### src/rtl/imem_loader_if.sv
// ---------------------------------------------------------------------------
// imem_loader_if
// Purpose : bundles the byte-stream handshake and the instruction-memory
//           write port used by imem_loader.
// Signals : byte_valid / byte_data  - stream byte offered by the host side
//           byte_ready              - loader accepts the offered byte
//           mem_we                  - one-cycle write strobe per word
//           mem_addr                - word-aligned byte address of the write
//           mem_wdata               - assembled little-endian word
// Modports: master - the loader (consumes bytes, drives the memory port)
//           slave  - the environment (byte source and memory)
// ---------------------------------------------------------------------------
interface imem_loader_if;
  logic        byte_valid;
  logic [7:0]  byte_data;
  logic        byte_ready;
  logic        mem_we;
  logic [31:0] mem_addr;
  logic [31:0] mem_wdata;

  modport master (
    input  byte_valid,
    input  byte_data,
    output byte_ready,
    output mem_we,
    output mem_addr,
    output mem_wdata
  );

  modport slave (
    output byte_valid,
    output byte_data,
    input  byte_ready,
    input  mem_we,
    input  mem_addr,
    input  mem_wdata
  );
endinterface

### src/rtl/imem_loader.sv
// ---------------------------------------------------------------------------
// imem_loader
// Purpose : receives a program as a byte stream (16-bit little-endian word
//           count followed by 4 bytes per word), assembles little-endian
//           32-bit words and writes them into the instruction memory while
//           holding the CPU.
// Ports   : clk           - system clock, rising edge
//           reset_n       - asynchronous active-low reset
//           start         - one-cycle pulse, begins a load when not busy
//           bus           - byte stream in / memory write port out
//           cpu_hold      - keep CPU stalled while loading or after an error
//           busy          - load in progress
//           done          - last load finished cleanly, held until next start
//           error         - word count exceeded memory depth, held until start
//           words_written - words written by the current / last load
// ---------------------------------------------------------------------------
module imem_loader #(
  parameter int unsigned ADDR_WIDTH = 8,
  parameter logic [31:0] BASE_ADDR  = 32'h0
) (
  input  logic                  clk,
  input  logic                  reset_n,
  input  logic                  start,
  imem_loader_if.master         bus,
  output logic                  cpu_hold,
  output logic                  busy,
  output logic                  done,
  output logic                  error,
  output logic [ADDR_WIDTH:0]   words_written
);

  typedef enum logic [2:0] {
    S_IDLE,
    S_LEN_LO,
    S_LEN_HI,
    S_DATA,
    S_WRITE,
    S_DONE,
    S_ERR
  } state_t;

  // Largest legal word count; 17 bits so a full 16-bit length compares cleanly.
  localparam logic [16:0] DEPTH = 17'd1 << ADDR_WIDTH;

  state_t              state_q, state_d;
  logic [15:0]         len_q, len_d;
  logic [1:0]          lane_q, lane_d;
  logic [31:0]         word_q, word_d;
  logic [ADDR_WIDTH:0] count_q, count_d;
  logic                mem_we_q, mem_we_d;
  logic [31:0]         mem_addr_q, mem_addr_d;
  logic [31:0]         mem_wdata_q, mem_wdata_d;
  logic                byte_ready_q, byte_ready_d;
  logic                busy_q, busy_d;
  logic                hold_q, hold_d;
  logic                done_q, done_d;
  logic                error_q, error_d;

  logic                accept;
  logic [15:0]         len_full;

  assign accept   = bus.byte_valid && byte_ready_q;
  assign len_full = {bus.byte_data, len_q[7:0]};

  always_comb begin
    state_d     = state_q;
    len_d       = len_q;
    lane_d      = lane_q;
    word_d      = word_q;
    count_d     = count_q;
    mem_addr_d  = mem_addr_q;
    mem_wdata_d = mem_wdata_q;

    case (state_q)
      S_IDLE, S_DONE, S_ERR: begin
        if (start) begin
          state_d = S_LEN_LO;
          count_d = '0;
          lane_d  = '0;
        end
      end

      S_LEN_LO: begin
        if (accept) begin
          len_d[7:0] = bus.byte_data;
          state_d    = S_LEN_HI;
        end
      end

      S_LEN_HI: begin
        if (accept) begin
          len_d[15:8] = bus.byte_data;
          lane_d      = '0;
          if (len_full == 16'd0) begin
            state_d = S_DONE;
          end else if ({1'b0, len_full} > DEPTH) begin
            state_d = S_ERR;
          end else begin
            state_d = S_DATA;
          end
        end
      end

      S_DATA: begin
        if (accept) begin
          word_d[{lane_q, 3'b000} +: 8] = bus.byte_data;
          lane_d = lane_q + 2'd1;
          // The 4th byte completes the word; latch the write now so the
          // memory port is driven straight from flops during WRITE.
          if (lane_q == 2'd3) begin
            state_d     = S_WRITE;
            mem_wdata_d = word_d;
            mem_addr_d  = BASE_ADDR + (32'(count_q) << 2);
          end
        end
      end

      S_WRITE: begin
        count_d = count_q + 1'b1;
        if (17'(count_q) + 17'd1 == {1'b0, len_q}) begin
          state_d = S_DONE;
        end else begin
          state_d = S_DATA;
        end
      end

      default: state_d = S_IDLE;
    endcase

    // Status outputs are decoded from the next state so they are registered
    // and line up with the state they describe.
    mem_we_d     = (state_d == S_WRITE);
    byte_ready_d = (state_d == S_LEN_LO) || (state_d == S_LEN_HI) || (state_d == S_DATA);
    busy_d       = byte_ready_d || (state_d == S_WRITE);
    hold_d       = busy_d || (state_d == S_ERR);
    done_d       = (state_d == S_DONE);
    error_d      = (state_d == S_ERR);
  end

  always_ff @(posedge clk or negedge reset_n) begin
    if (!reset_n) begin
      state_q      <= S_IDLE;
      len_q        <= '0;
      lane_q       <= '0;
      word_q       <= '0;
      count_q      <= '0;
      mem_we_q     <= 1'b0;
      mem_addr_q   <= '0;
      mem_wdata_q  <= '0;
      byte_ready_q <= 1'b0;
      busy_q       <= 1'b0;
      hold_q       <= 1'b0;
      done_q       <= 1'b0;
      error_q      <= 1'b0;
    end else begin
      state_q      <= state_d;
      len_q        <= len_d;
      lane_q       <= lane_d;
      word_q       <= word_d;
      count_q      <= count_d;
      mem_we_q     <= mem_we_d;
      mem_addr_q   <= mem_addr_d;
      mem_wdata_q  <= mem_wdata_d;
      byte_ready_q <= byte_ready_d;
      busy_q       <= busy_d;
      hold_q       <= hold_d;
      done_q       <= done_d;
      error_q      <= error_d;
    end
  end

  assign bus.byte_ready = byte_ready_q;
  assign bus.mem_we     = mem_we_q;
  assign bus.mem_addr   = mem_addr_q;
  assign bus.mem_wdata  = mem_wdata_q;
  assign cpu_hold       = hold_q;
  assign busy           = busy_q;
  assign done           = done_q;
  assign error          = error_q;
  assign words_written  = count_q;

endmodule
### src/flat_wrapper.sv
// flat-port wrapper written by rule: the top's interface ports become plain ports
module imem_loader_flat 
#(
  parameter int unsigned ADDR_WIDTH = 8,
  parameter logic [31:0] BASE_ADDR  = 32'h0
)
  (clk, reset_n, start, cpu_hold, busy, done, error, words_written, bus_byte_valid, bus_byte_data, bus_byte_ready, bus_mem_we, bus_mem_addr, bus_mem_wdata);
  imem_loader_if bus_i ();
  input  logic clk;
  input  logic reset_n;
  input  logic start;
  output logic cpu_hold;
  output logic busy;
  output logic done;
  output logic error;
  output logic [ADDR_WIDTH:0] words_written;
  input wire logic [$bits(bus_i.byte_valid)-1:0] bus_byte_valid;
  input wire logic [$bits(bus_i.byte_data)-1:0] bus_byte_data;
  output wire logic [$bits(bus_i.byte_ready)-1:0] bus_byte_ready;
  output wire logic [$bits(bus_i.mem_we)-1:0] bus_mem_we;
  output wire logic [$bits(bus_i.mem_addr)-1:0] bus_mem_addr;
  output wire logic [$bits(bus_i.mem_wdata)-1:0] bus_mem_wdata;
  assign bus_i.byte_valid = bus_byte_valid;
  assign bus_i.byte_data = bus_byte_data;
  assign bus_byte_ready = bus_i.byte_ready;
  assign bus_mem_we = bus_i.mem_we;
  assign bus_mem_addr = bus_i.mem_addr;
  assign bus_mem_wdata = bus_i.mem_wdata;
  imem_loader #(.ADDR_WIDTH(ADDR_WIDTH), .BASE_ADDR(BASE_ADDR)) u_core (.clk(clk), .reset_n(reset_n), .start(start), .bus(bus_i), .cpu_hold(cpu_hold), .busy(busy), .done(done), .error(error), .words_written(words_written));
endmodule
### config.mk
export PLATFORM = sky130hd
export DESIGN_NAME = imem_loader_flat
export DESIGN_NICKNAME = d
export VERILOG_FILES = /design/src/rtl/imem_loader_if.sv /design/src/rtl/imem_loader.sv /design/src/flat_wrapper.sv
export SDC_FILE = /design/constraint.sdc
export NUM_CORES = 1
export LEC_CHECK = 0
export BUFFER_PORTS_ARGS = -buffer_cell sky130_fd_sc_hd__buf_2
export CORE_MARGIN = 2
export CORE_UTILIZATION = 60
export DETAILED_ROUTE_END_ITERATION = 6
export GPL_TIMING_DRIVEN = 0
export PLACE_DENSITY_LB_ADDON = 0.3
export SYNTH_ARGS = -nofsm -noshare
export SYNTH_HDL_FRONTEND = slang
export SYNTH_SLANG_ARGS = --single-unit
### constraint.sdc
create_clock -name clk -period 5 [get_ports clk]
set_input_delay 0.25 -clock clk [delete_from_list [all_inputs] [get_ports clk]]
set_output_delay 0.25 -clock clk [all_outputs]
set_load 0.03 [all_outputs]
-- Word level (Yosys, flattened, before mapping)
Index checks and enable logic that the tools add are counted.
- flip-flop bits (word level): 109
- logic and storage cells: 70
- input port bits: 12
- $lt $le $gt $ge: 1
- reduce and logical (&&, ||, !) cells: 16
- equal/unequal tests: 17
- mux-type cells: 16
- shifts and indexed selects: 2
- add/sub/neg operators: 4
- operators with widths (cell ; number):
    bitwise mux 32 bit ; 1
    variable shift 8 x 7 -> 32 bit (first input constant) ; 1
    variable part select 8 x 7 -> 32 bit ; 1
    2-to-1 mux 3 bit ; 8
    equality test 3 bit (second input constant) ; 6
    case mux 9 bit (2 select lines) ; 1
    equality test 17 x 16 -> 1 bit ; 1
    > comparator 16 x 9 -> 1 bit (second input constant) ; 1
    zero test 16 bit ; 1
    case mux 3 bit (5 select lines) ; 1
    equality test 3 x 2 -> 1 bit (second input constant) ; 4
    adder 9 x 1 -> 10 bit (second input constant) ; 1
    adder 9 x 1 -> 9 bit (second input constant) ; 1
    2-to-1 mux 9 bit ; 1
    AND reduction 2 bit ; 4
    negator 5 -> 7 bit ; 1
    equality test 3 x 1 -> 1 bit (second input constant) ; 2
    2-to-1 mux 2 bit ; 3
    case mux 2 bit (3 select lines) ; 1
    logical OR 1 bit ; 4
    inequality test 2 x 1 -> 1 bit (second input constant) ; 2
    AND reduction 4 bit ; 1
    zero test 3 bit ; 1
    AND reduction 3 bit ; 1
    other kinds (7) ; 7

-- Logic depth before layout (Yosys ltp)
- depth in word-level cells: 10
- depth in mapped cells: 9
- depth with buffers taken out: 7

-- Worst setup path before layout
OpenSTA, ideal clock, no wires.
- path type: reg2reg
- start: register u_core.count_q[1] (netlist: u_core.words_written[1])
- end: register u_core.done_q (netlist: u_core.done)
- stages on the path, launching flop included: 9
- arrival time: 2127 ps
- path buffers: 1
- slack: 2796 ps
- library setup time: 77 ps
- required time: 4923 ps
- cell sequence: dfrtp_1 > ha_1 > buf_6 > a21o_1 > a211o_2 > o311ai_2 > a22oi_2 > o41a_1 > a21oi_1
- cells in the longest elaborated chain, start to end: 5
- ends and longest elaborated chain (what ; RTL line ; text):
    from (decl) ; imem_loader.sv:49 ; logic [ADDR_WIDTH:0] count_q, count_d;
    from (signal assigned) ; imem_loader.sv:160 ; count_q <= count_d;
    adder 9 x 1 -> 10 bit ; imem_loader.sv:120 ; if (17'(count_q) + 17'd1 == {1'b0, len_q}) begin
    equality test 17 x 16 -> 1 bit ; imem_loader.sv:120 ;
    2-to-1 mux 3 bit ; imem_loader.sv:120 ;
    case mux 3 bit (5 select lines) ; imem_loader.sv:74 ; case (state_q)
    equality test 3 bit ; imem_loader.sv:136 ; done_d = (state_d == S_DONE);
    net u_core.done_d ; imem_loader.sv:56 ; logic done_q, done_d;
    to (signal assigned) ; imem_loader.sv:167 ; done_q <= done_d;
    to (decl) ; imem_loader.sv:56 ;
The timed path passes the listed nets, and every way through them passes these cells.
A chain may end at the register's enable or synchronous reset.

-- Worst setup path after layout
- start: register u_core.state_q[2]
- end: register u_core.mem_addr_q[6] (netlist: u_core.bus.mem_addr[6])
- cells in the longest elaborated chain, start to end: 2
- ends and longest elaborated chain (what ; RTL line ; text):
    from (decl) ; imem_loader.sv:45 ; state_t state_q, state_d;
    from (signal assigned) ; imem_loader.sv:156 ; state_q <= state_d;
    equality test 3 x 2 -> 1 bit ; imem_loader.sv:74 ;
    AND reduction 3 bit (no line) ; n/a ;
    to (signal assigned) ; imem_loader.sv:162 ; mem_addr_q <= mem_addr_d;
    to (decl) ; imem_loader.sv:51 ; logic [31:0] mem_addr_q, mem_addr_d;
No other way between the ends.

==> metrics <==
run status finished, final reports clean; number of rows in the core area 34; Tightest Hold Check Type input port to flop; sinks on the clock net 109; slowest cell on the critical path sky130_fd_sc_hd__dfrtp_1; post-route cell area 6060 sq um; CTS Buf Count 9; CTS root buf sky130_fd_sc_hd__clkbuf_8; count of state elements after synthesis 109; effective utilization at floorplan 0.610; routability congestion estimate 0.936; post-synth top area cell sky130_fd_sc_hd__dfrtp_1; CTS tree done; Critical Path Fanout Max 10; WHS 0.366 ns; cell types with the largest area share after synthesis sky130_fd_sc_hd__dfrtp_1, sky130_fd_sc_hd__a22o_1, sky130_fd_sc_hd__mux2_2, sky130_fd_sc_hd__o21ai_0, sky130_fd_sc_hd__nor2b_1; Avg Inst Size Synth 10.5 sq um; Mapped Area 5270 sq um; hold buffer count at CTS 1; WP data arrival 2.88 ns; number of iterations in the first detailed-routing pass 5; relative area change from synthesis to final layout 15.1%; sequential area share after synthesis 0.518; Max Clock Skew approximately 0.0078 ns; power density relative to cell area 423 nW/um^2; Setup Total Neg Slack 0 ns; post-detailed-placement half-perimeter wirelength 8310 microns; layout cells sized above 1 0.248; Max IR drop VDD ~0.21 mV; antenna-violating nets left 0; via count of the first global-routing pass 3909; number of design-rule violations left by the first detailed-router iteration approximately 250; ordered list of cells on the worst path nand2b_2 -> nor2_1 -> and2_1 -> clkbuf_1 -> nand2_1 -> inv_2 -> mux2_2; setup bufs post-CTS 0; RSZ-0062 raised after global routing no; width of the chip 97.7 microns; GR Overflow Total 0; unique cell type count in the Yosys netlist 55; layout net count 621; min Tclk post-route approximately 2.6 ns; Std-Cell Core Area 8640 sq um; wire length of the first global-routing pass 19800 microns; end-of-flow core utilization 0.702; number of standard cells after synthesis 500; ANT cells 0; upper clock frequency limit 0.381 GHz; relative max-transition margin 0.364; CP delay by family, top simple AND/OR/NAND/NOR gates; Cell Area, Placed 5850 sq um; slew at the pin closest to its max-slew limit 0.946 ns; clock latency of the later-clocked register in the worst-skew pair 0.37 ns; maximum number of pins on one net before global-route repair 64; IO buf count 67; Total GRT Usage 0.259; overall die area 9550 sq um; count of flip-flops with a built-in enable after synthesis 0; buffer depth of the longest clock path 2; number of failing hold endpoints at the final stage 0; vias 4078; number of DRC violations after detailed routing 0; crit path buf inv count 2; total setup violations reported at the end of the flow 0; slowest stage delay, CP approximately 0.48 ns; Leak 0.00297 uW; area share of the largest cell type after synthesis 0.518; async set-reset flop share out of synthesis 1.00; synth warn 0; post_cts resized 0; number of antenna violations at the first check in global routing 0; CP Launch Type flop; Pins Over Slew Limit 0; mean routed wirelength per cell 16.7 microns; total wire length 11900 microns; main flop type after synthesis sky130_fd_sc_hd__dfrtp_1; Worst Path Class, Setup flop to flop; Clock H-tree levels 3; Reg clk slew, reported paths roughly 0.10 ns; required arrival time at the worst endpoint around 5.3 ns; # Max-Cap Violations 0; Final period util 0.525; kind of capture point of the worst setup path flop; ratio of routed vias to standard cells around 5.7; chip height ~98 microns; I/O pin count 91
==> worst paths after layout <==
kind	cells after the start	endpoint	from	slack, ns
max	7	u_core.bus.mem_addr[6]	u_core.state_q[2]	2.37
min	3	u_core.lane_q[1]	start	0.37
max reg2reg	7	u_core.bus.mem_addr[6]	u_core.state_q[2]	2.37
min reg2reg	2	u_core.bus.mem_wdata[21]	u_core.bus.mem_wdata[21]	0.48
max in group asynchronous	3	u_core.word_q[20]	reset_n	3.85
min in group asynchronous	2	u_core.done	reset_n	0.42
==> flip-flops by register name, summed over array words and instances (netlist names) <==
signal,flops
u_core.bus.byte_ready,1
u_core.bus.mem_addr,9
u_core.bus.mem_wdata,32
u_core.bus.mem_we,1
u_core.busy,1
u_core.cpu_hold,1
u_core.done,1
u_core.error,1
u_core.lane_q,2
u_core.len_q,16
u_core.state_q,3
u_core.word_q,32
u_core.words_written,9
==> cell families after synthesis <==
| group | after synthesis | synth area share |
|---|---|---|
| buffers and inverters | 60 | 0.0677 |
| multiplexers | 25 | 0.0534 |
| AND/OR/NAND/NOR | 141 | 0.143 |
| XOR/XNOR | 17 | 0.0297 |
| other | 1 | 0.000712 |
| AO/OA/AOI/OAI | 140 | 0.171 |
| flip-flops | 109 | 0.518 |
| adder cells (fa/ha/maj) | 7 | 0.0166 |
==> area by class of cell <==
class	instances	area [sq um]
Clock buffer	10	128
Sequential cell	109	2730
Inverter	6	22.5
Fill cell	648	2570
Buffer	54	334
Tap cell	108	135
Clock inverter	4	75.1
Timing Repair Buffer	69	375
Multi-Input combinational cell	353	2270
==> power breakdown <==
part	switching, uW	internal, uW	leakage, uW
combinational	503	361	0.00141
sequential	115	1020	0.00147
clock	288	277	0.0000945
==> worst register-to-register path: cells and delay by family (launching register included) <==
| family | cells | cell delay (ns) |
|---|---|---|
| AND/OR/NAND/NOR | 4 | 1.09 |
| flip-flops | 1 | 0.48 |
| buffers and inverters | 2 | 0.57 |
| multiplexers | 1 | 0.38 |
==> layer usage <==
| layer | vias to the layer above | part of all wire | track usage |
|---|---|---|---|
| met2 | 148 | 0.50 | 0.427 |
| li1 | 1914 | - | - |
| met1 | 2001 | 0.43 | 0.357 |
| met5 | - | 0 | 0 |
| met3 | 15 | 0.053 | 0.0273 |
| met4 | 0 | 0.019 | 0.103 |
==> cell usage in the layout, fill, tap and decap left out, types with 3 or more instances in the layout <==
cell	netlist	final
sky130_fd_sc_hd__nand4_1	5	5
sky130_fd_sc_hd__nor2_1	11	11
sky130_fd_sc_hd__nand2_1	53	53
sky130_fd_sc_hd__xor2_1	7	7
sky130_fd_sc_hd__clkbuf_1	24	25
sky130_fd_sc_hd__o21ai_0	48	48
sky130_fd_sc_hd__nor3_1	5	5
sky130_fd_sc_hd__xnor2_1	9	9
sky130_fd_sc_hd__a31oi_1	4	4
sky130_fd_sc_hd__dfrtp_1	109	109
sky130_fd_sc_hd__buf_4	24	25
sky130_fd_sc_hd__buf_2	1	67
sky130_fd_sc_hd__ha_1	7	7
sky130_fd_sc_hd__mux2_2	25	25
sky130_fd_sc_hd__a21oi_1	41	41
sky130_fd_sc_hd__clkbuf_8	1	10
sky130_fd_sc_hd__conb_1	1	23
sky130_fd_sc_hd__a22o_1	34	34
sky130_fd_sc_hd__and3_1	4	4
sky130_fd_sc_hd__nor2b_1	34	34
sky130_fd_sc_hd__inv_1	5	5
sky130_fd_sc_hd__buf_6	4	4
sky130_fd_sc_hd__nand3_1	3	3
sky130_fd_sc_hd__nor4_1	5	5
sky130_fd_sc_hd__nand2b_1	3	3
==> cell usage after synthesis (7+ instances only) <==
library cell,n
sky130_fd_sc_hd__mux2_2,25
sky130_fd_sc_hd__dfrtp_1,109
sky130_fd_sc_hd__a22o_1,34
sky130_fd_sc_hd__nor2_1,11
sky130_fd_sc_hd__nor2b_1,34
sky130_fd_sc_hd__clkbuf_1,24
sky130_fd_sc_hd__o21ai_0,48
sky130_fd_sc_hd__xor2_1,7
sky130_fd_sc_hd__nand2_1,53
sky130_fd_sc_hd__buf_4,24
sky130_fd_sc_hd__ha_1,7
sky130_fd_sc_hd__a21oi_1,41
sky130_fd_sc_hd__xnor2_1,9
==> per-stage QoR <==
stage | std cells | power (uW) | worst slack (ns)
floorplan | 522 | 1790 | 2.80
global placement | 697 | 1970 | 2.48
detailed placement | 698 | 2010 | 2.44
CTS | 713 | 2570 | 2.38
global route | 713 | 2710 | 2.14
finish | 713 | 2570 | 2.37
(Power assumes the default switching activity.)
